File: src/rtl/i2c_arb_pkg.sv
// Shared widths, FSM encoding and command record for the I2C master arbiter.
package i2c_arb_pkg;

    localparam int ADDR_W  = 7;
    localparam int DATA_W  = 8;
    localparam int TIMER_W = 17;

    localparam logic [1:0] ST_IDLE  = 2'd0;
    localparam logic [1:0] ST_ISSUE = 2'd1;
    localparam logic [1:0] ST_BUSY  = 2'd2;
    localparam logic [1:0] ST_DONE  = 2'd3;

    typedef struct packed {
        logic [ADDR_W-1:0] addr;
        logic [DATA_W-1:0] wdata;
        logic              rw;
    } i2c_cmd_t;

    // Index of the set bit of a one-hot vector of up to eight requesters.
    function automatic logic [2:0] onehot_idx(input logic [7:0] oh);
        logic [2:0] idx;
        idx = 3'd0;
        for (int i = 0; i < 8; i++) begin
            if (oh[i]) idx = 3'(i);
        end
        return idx;
    endfunction

endpackage

File: src/rtl/i2c_master_arbiter_if.sv
// Command/handshake bundle between the arbiter and the single I2C master controller.
interface i2c_master_arbiter_if;
    import i2c_arb_pkg::*;

    logic [ADDR_W-1:0] m_addr;
    logic [DATA_W-1:0] m_wdata;
    logic              m_rw;
    logic              m_enable;
    logic              m_ready;
    logic [DATA_W-1:0] m_rdata;

    modport master (
        output m_addr, m_wdata, m_rw, m_enable,
        input  m_ready, m_rdata
    );

    modport slave (
        input  m_addr, m_wdata, m_rw, m_enable,
        output m_ready, m_rdata
    );

endinterface

File: src/rtl/i2c_master_arbiter_rr_arbiter.sv
// Combinational round-robin pick: first set req bit after last_grant, wrapping.
module rr_arbiter #(
    parameter  int NREQ = 4,
    localparam int LG_W = (NREQ > 1) ? $clog2(NREQ) : 1
) (
    input  logic [NREQ-1:0] req,
    input  logic [LG_W-1:0] last_grant,
    output logic [NREQ-1:0] winner,
    output logic            valid
);

    localparam logic [LG_W:0] NREQ_W = (LG_W + 1)'(NREQ);

    logic [LG_W:0]   sum;
    logic [LG_W-1:0] idx;

    always_comb begin
        winner = '0;
        valid  = 1'b0;
        sum    = '0;
        idx    = '0;
        for (int off = 1; off <= NREQ; off++) begin
            sum = {1'b0, last_grant} + (LG_W + 1)'(off);
            idx = (sum >= NREQ_W) ? LG_W'(sum - NREQ_W) : LG_W'(sum);
            if (!valid && req[idx]) begin
                winner[idx] = 1'b1;
                valid       = 1'b1;
            end
        end
    end

endmodule

File: src/rtl/i2c_master_arbiter.sv
// Shares one I2C master between NREQ requesters: round-robin grant, enable/ready
// handshake with start and busy timeouts, read data and status back to the winner.
module i2c_master_arbiter
    import i2c_arb_pkg::*;
#(
    parameter int NREQ          = 4,
    parameter int START_TIMEOUT = 1024,
    parameter int BUSY_TIMEOUT  = 65535
) (
    input  logic                   clk,
    input  logic                   rst,
    input  logic [NREQ-1:0]        req,
    input  logic [ADDR_W*NREQ-1:0] req_addr,
    input  logic [DATA_W*NREQ-1:0] req_wdata,
    input  logic [NREQ-1:0]        req_rw,
    output logic [NREQ-1:0]        gnt,
    output logic [NREQ-1:0]        done,
    output logic                   err,
    output logic [DATA_W-1:0]      rdata,
    output logic [1:0]             dbg_state,
    i2c_master_arbiter_if.master   m
);

    localparam int LG_W = (NREQ > 1) ? $clog2(NREQ) : 1;
    localparam logic [TIMER_W-1:0] START_LIMIT = TIMER_W'(START_TIMEOUT - 1);
    localparam logic [TIMER_W-1:0] BUSY_LIMIT  = TIMER_W'(BUSY_TIMEOUT - 1);

    logic [1:0]         state;
    logic [TIMER_W-1:0] timer;
    logic [TIMER_W-1:0] timer_inc;
    logic [LG_W-1:0]    last_grant;
    logic [NREQ-1:0]    arb_winner;
    logic               arb_valid;
    i2c_cmd_t           sel_cmd;
    i2c_cmd_t           cmd_q;
    logic               enable_q;
    logic               err_q;
    logic [DATA_W-1:0]  rdata_q;

    rr_arbiter #(.NREQ(NREQ)) u_rr (
        .req        (req),
        .last_grant (last_grant),
        .winner     (arb_winner),
        .valid      (arb_valid)
    );

    always_comb begin
        sel_cmd = '0;
        for (int i = 0; i < NREQ; i++) begin
            if (arb_winner[i]) begin
                sel_cmd.addr  = req_addr[ADDR_W*i +: ADDR_W];
                sel_cmd.wdata = req_wdata[DATA_W*i +: DATA_W];
                sel_cmd.rw    = req_rw[i];
            end
        end
    end

    assign timer_inc = (&timer) ? timer : timer + 1'b1;

    // Requester handshake: req is a level held until done; gnt is high from
    // latch to done; done/err/rdata are a single registered completion beat.
    // Master handshake: enable asks for a transfer, ready falling acknowledges
    // the start, ready rising ends it. The command stays frozen meanwhile.
    always_ff @(posedge clk or posedge rst) begin
        if (rst) begin
            state      <= ST_IDLE;
            gnt        <= '0;
            done       <= '0;
            err        <= 1'b0;
            rdata      <= '0;
            cmd_q      <= '0;
            enable_q   <= 1'b0;
            err_q      <= 1'b0;
            rdata_q    <= '0;
            timer      <= '0;
            last_grant <= LG_W'(NREQ - 1);
        end else begin
            done <= '0;
            case (state)
                ST_IDLE: begin
                    timer <= '0;
                    if (m.m_ready && arb_valid) begin
                        gnt   <= arb_winner;
                        cmd_q <= sel_cmd;
                        err_q <= 1'b0;
                        state <= ST_ISSUE;
                    end
                end
                ST_ISSUE: begin
                    // A timeout on the limit cycle wins over a late ready edge.
                    if (timer == START_LIMIT) begin
                        enable_q <= 1'b0;
                        err_q    <= 1'b1;
                        state    <= ST_DONE;
                    end else if (!m.m_ready) begin
                        enable_q <= 1'b0;
                        timer    <= '0;
                        state    <= ST_BUSY;
                    end else begin
                        enable_q <= 1'b1;
                        timer    <= timer_inc;
                    end
                end
                ST_BUSY: begin
                    if (timer == BUSY_LIMIT) begin
                        err_q <= 1'b1;
                        state <= ST_DONE;
                    end else if (m.m_ready) begin
                        err_q <= 1'b0;
                        if (cmd_q.rw) rdata_q <= m.m_rdata;
                        state <= ST_DONE;
                    end else begin
                        timer <= timer_inc;
                    end
                end
                ST_DONE: begin
                    done       <= gnt;
                    err        <= err_q;
                    rdata      <= rdata_q;
                    last_grant <= LG_W'(onehot_idx(8'(gnt)));
                    gnt        <= '0;
                    timer      <= '0;
                    state      <= ST_IDLE;
                end
                default: state <= ST_IDLE;
            endcase
        end
    end

    assign m.m_addr   = cmd_q.addr;
    assign m.m_wdata  = cmd_q.wdata;
    assign m.m_rw     = cmd_q.rw;
    assign m.m_enable = enable_q;
    assign dbg_state  = state;

endmodule

File: src/flat_wrapper.sv
// flat-port wrapper written by rule: the top's interface ports become plain ports
module i2c_master_arbiter_flat import i2c_arb_pkg::*;
#(
    parameter int NREQ          = 4,
    parameter int START_TIMEOUT = 1024,
    parameter int BUSY_TIMEOUT  = 65535
)
  (clk, rst, req, req_addr, req_wdata, req_rw, gnt, done, err, rdata, dbg_state, m_m_addr, m_m_wdata, m_m_rw, m_m_enable, m_m_ready, m_m_rdata);
  i2c_master_arbiter_if m_i ();
  input  logic clk;
  input  logic rst;
  input  logic [NREQ-1:0] req;
  input  logic [ADDR_W*NREQ-1:0] req_addr;
  input  logic [DATA_W*NREQ-1:0] req_wdata;
  input  logic [NREQ-1:0] req_rw;
  output logic [NREQ-1:0] gnt;
  output logic [NREQ-1:0] done;
  output logic err;
  output logic [DATA_W-1:0] rdata;
  output logic [1:0] dbg_state;
  output wire logic [$bits(m_i.m_addr)-1:0] m_m_addr;
  output wire logic [$bits(m_i.m_wdata)-1:0] m_m_wdata;
  output wire logic [$bits(m_i.m_rw)-1:0] m_m_rw;
  output wire logic [$bits(m_i.m_enable)-1:0] m_m_enable;
  input wire logic [$bits(m_i.m_ready)-1:0] m_m_ready;
  input wire logic [$bits(m_i.m_rdata)-1:0] m_m_rdata;
  assign m_m_addr = m_i.m_addr;
  assign m_m_wdata = m_i.m_wdata;
  assign m_m_rw = m_i.m_rw;
  assign m_m_enable = m_i.m_enable;
  assign m_i.m_ready = m_m_ready;
  assign m_i.m_rdata = m_m_rdata;
  i2c_master_arbiter #(.NREQ(NREQ), .START_TIMEOUT(START_TIMEOUT), .BUSY_TIMEOUT(BUSY_TIMEOUT)) u_core (.clk(clk), .rst(rst), .req(req), .req_addr(req_addr), .req_wdata(req_wdata), .req_rw(req_rw), .gnt(gnt), .done(done), .err(err), .rdata(rdata), .dbg_state(dbg_state), .m(m_i));
endmodule
File: config.mk
export PLATFORM = sky130hd
export DESIGN_NAME = i2c_master_arbiter_flat
export DESIGN_NICKNAME = d
export VERILOG_FILES = /design/src/rtl/i2c_arb_pkg.sv /design/src/rtl/i2c_master_arbiter_if.sv /design/src/rtl/i2c_master_arbiter_rr_arbiter.sv /design/src/rtl/i2c_master_arbiter.sv /design/src/flat_wrapper.sv
export SDC_FILE = /design/constraint.sdc
export NUM_CORES = 1
export LEC_CHECK = 0
export ABC_CLOCK_PERIOD_IN_PS = 7300
export BUFFER_PORTS_ARGS = -buffer_cell sky130_fd_sc_hd__buf_2
export CAP_MARGIN = 30
export CORE_MARGIN = 5
export CORE_UTILIZATION = 35
export DETAILED_ROUTE_END_ITERATION = 12
export GPL_TIMING_DRIVEN = 0
export PLACE_DENSITY = 0.68
export SLEW_MARGIN = 20
export SYNTH_ARGS = -nofsm -noshare
export SYNTH_HDL_FRONTEND = slang
export SYNTH_SLANG_ARGS = --single-unit
File: constraint.sdc
create_clock -name clk -period 7.3 [get_ports clk]
set_input_delay 1.825 -clock clk [delete_from_list [all_inputs] [get_ports clk]]
set_output_delay 1.825 -clock clk [all_outputs]
set_load 0.05 [all_outputs]
==> impl_metrics.json <==
{
  "portBuffers": 113,
  "setup.worst_path.end_class": "flip-flop",
  "holdCritPathClass": "flip-flop to flip-flop",
  "worst-r2r-setup-slack_ns": 4.08,
  "synth_area_per_cell_um2": 9.897,
  "synth_top_flop_cell": "dfrtp_1",
  "vias": 3443,
  "core_region_area_um2": 10790,
  "antenna_cells": 0,
  "grt_max_degree": 47,
  "yosysMostFrequentCell": "dfrtp_1",
  "rsz0062_at_grt": "false",
  "fmax_mhz": 246.0,
  "routabilityCongestion": 0.8191,
  "skew_ns": 0.008701,
  "ys_warn_count": 0,
  "die_h_um": 114.7,
  "status": "completed",
  "boundaryPins": 115,
  "cts_buffers": 9,
  "crit_top_cell": "nor2_1",
  "dpl.hpwl_mm": 7.945,
  "synth-edff-count": 0,
  "peakVddDrop_mv": 0.2452,
  "wl_mm": 10.49,
  "synth_area_um2": 3840,
  "place_area_um2": 4611,
  "worst-path-buf-inv": 2,
  "seq_area_frac_synth_pct": 41.77,
  "cts_resized": 0,
  "layout-drive-gt1-share_pct": 34.75,
  "ys_ff_latch": 64,
  "numPlacedInstances": 642,
  "antenna_found_initial": 0,
  "synth_commonest_cells": "dfrtp_1, nand2_1, inv_1",
  "power_density_nw_per_um2": 437.1,
  "final_nets": 607,
  "cp_top_family": "simple AND/OR/NAND/NOR gates",
  "clk_latency_ns": 0.33,
  "grt_pass1_wl_mm": 17.54,
  "grt_use_total_pct": 16.34,
  "critPathMaxFanout": 10,
  "cp-start-kind": "input port",
  "synth_area_leaders": "dfrtp_1, mux2_2, nand2_1",
  "cap_violations": 0,
  "cts_hold_buf": 0,
  "cts_setup_buffers": 0,
  "syn_nets": 482,
  "postLayoutCellArea_um2": 4843,
  "cts-root-buf": "clkbuf_8",
  "dr.pass1.iters": 4,
  "async_reset_ff_share_pct": 100.0,
  "clk_path_buf_depth": 2,
  "synthCells": 388,
  "criticalPathCategory": "input port to flip-flop",
  "clock_sinks": 64,
  "drc": 0,
  "maxSlewHeadroom_pct": 41.40,
  "cp.required_ns": 7.51,
  "cts_tree": "yes",
  "row_count": 38,
  "start_util_pct": 35.58,
  "antenna_left": 0,
  "final_hold_viol_count": 0,
  "synth_largest_area_cell": "dfrtp_1",
  "yosysTopAreaCellShare_pct": 40.40,
  "wl_per_cell_um": 15.93,
  "fin_crit_sh_pct": 55.67,
  "overflow": 0,
  "cp_slowest_stage_delay_ns": 0.69,
  "layout.cells.non_filler": 658,
  "drtIter0Drc": 238,
  "dieArea_um2": 13170,
  "tightest_slew_ns": 0.8758,
  "cp.arrival_ns": 4.27,
  "first_global_vias": 3759,
  "syn_to_final_growth_pct": 26.13,
  "dieWidth_um": 114.7,
  "cp_slowest_cell": "nor2_1",
  "period_minus_slack_ns": 4.064,
  "htree_levels": 3,
  "final-setup-viol-count": 0,
  "viasPerCell": 5.233,
  "path_clk_slew_ns": 0.06,
  "slew_violations": 0,
  "synth_cell_types": 55,
  "tns_ns": 0,
  "worstPathCellList": "clkbuf_1, nand2_1, nor2_1, nand4_2, nor2_1, buf_6, a221oi_2",
  "leakagePower_nw": 2.271
}
## logic make-up after synthesis
kind of cell,synth area share (%)
muxes,7.951
AOI/OAI and AO/OA,19.81
buffers and inverters,6.223
xor gates and xnor gates,0.2281
and+or+nand+nor,19.13
adders and majority gates,4.888
DFF,41.77
## through the flow
stage	utilization (%)	hold WS, ns	setup WS [ns]	total power, mW
after detailed placement	42.72	0.4918	2.955	1.781
after CTS	44.88	0.5095	3.291	2.141
final	44.88	0.5019	3.236	2.117
after floorplan	-	0.4737	3.674	1.480
after global routing	44.88	0.5271	3.077	2.271
after global placement	42.44	0.4799	2.989	1.740
## cells in the final DEF (no fill, tap or decap), types with 10 or more instances in the layout
| cell type | n |
|---|---|
| and3_1 | 17 |
| o21ai_0 | 14 |
| nor2_1 | 13 |
| or4_1 | 10 |
| buf_2 | 114 |
| nand2_1 | 54 |
| dfrtp_1 | 62 |
| a221oi_2 | 10 |
| a22oi_1 | 18 |
| inv_1 | 31 |
| a21oi_1 | 19 |
| ha_1 | 15 |
| clkbuf_8 | 12 |
| clkbuf_1 | 13 |
| mux2_2 | 19 |
## registers in the layout, summed over array words and instances (netlist names)
signal,count
u_core.m.m_enable,1
u_core.m.m_wdata,8
u_core.dbg_state,2
u_core.rdata,8
u_core.err,1
u_core.m.m_rw,1
u_core.err_q,1
u_core.done,4
u_core.last_grant,2
u_core.rdata_q,8
u_core.timer,17
u_core.gnt,4
u_core.m.m_addr,7
## where the power goes
group | switching [mW] | leakage [nW] | internal [mW] | total, mW
sequential | 0.0860 | 0.813 | 0.486 | 0.572
clock | 0.131 | 0.117 | 0.221 | 0.352
combinational | 0.777 | 1.34 | 0.416 | 1.19
## path summary, 6_finish.rpt
kind	from	to	depth (start not counted)
max in group asynchronous	rst	u_core.last_grant[0]$_DFFE_PP1P_	3
setup / recovery	m_m_ready	u_core.m.m_addr[0]$_DFFE_PP0P_	7
hold reg to reg	u_core.rdata[7]$_DFFE_PP0P_	u_core.rdata[7]$_DFFE_PP0P_	1
hold / removal	u_core.rdata[7]$_DFFE_PP0P_	u_core.rdata[7]$_DFFE_PP0P_	1
setup reg to reg	u_core.last_grant[0]$_DFFE_PP1P_	u_core.m.m_addr[0]$_DFFE_PP0P_	10
min in group asynchronous	rst	u_core.rdata[1]$_DFFE_PP0P_	2
## worst register-to-register path, stage by stage, from the launching register on
cell       delay (ns)
dfstp_2          0.59
buf_6            0.14
inv_1            0.11
ha_1             0.35
mux4_1           0.32
nor3b_2          0.21
a2bb2oi_1        0.20
nand4_2          0.25
nor2_1           0.59
buf_6            0.26
a221oi_2         0.08
## cell type report
class                           instances  area [µm²]
Inverter                               32       122.6
Buffer                                 20       118.9
Multi-Input combinational cell        272        1997
Fill cell                            1043        5949
Sequential cell                        64        1604
Clock buffer                           14       172.7
Timing Repair Buffer                  114       593.1
Tap cell                              140       175.2
Clock inverter                          2       60.06
## metal layers
metal	track usage (%)	vias to the layer above	routed length [µm]
met5	0	-	0
met4	3.991	0	89
met3	4.579	10	690
met2	29.14	95	5441
met1	19.50	1653	4263
li1	-	1685	-
(Power assumes the default switching activity.)
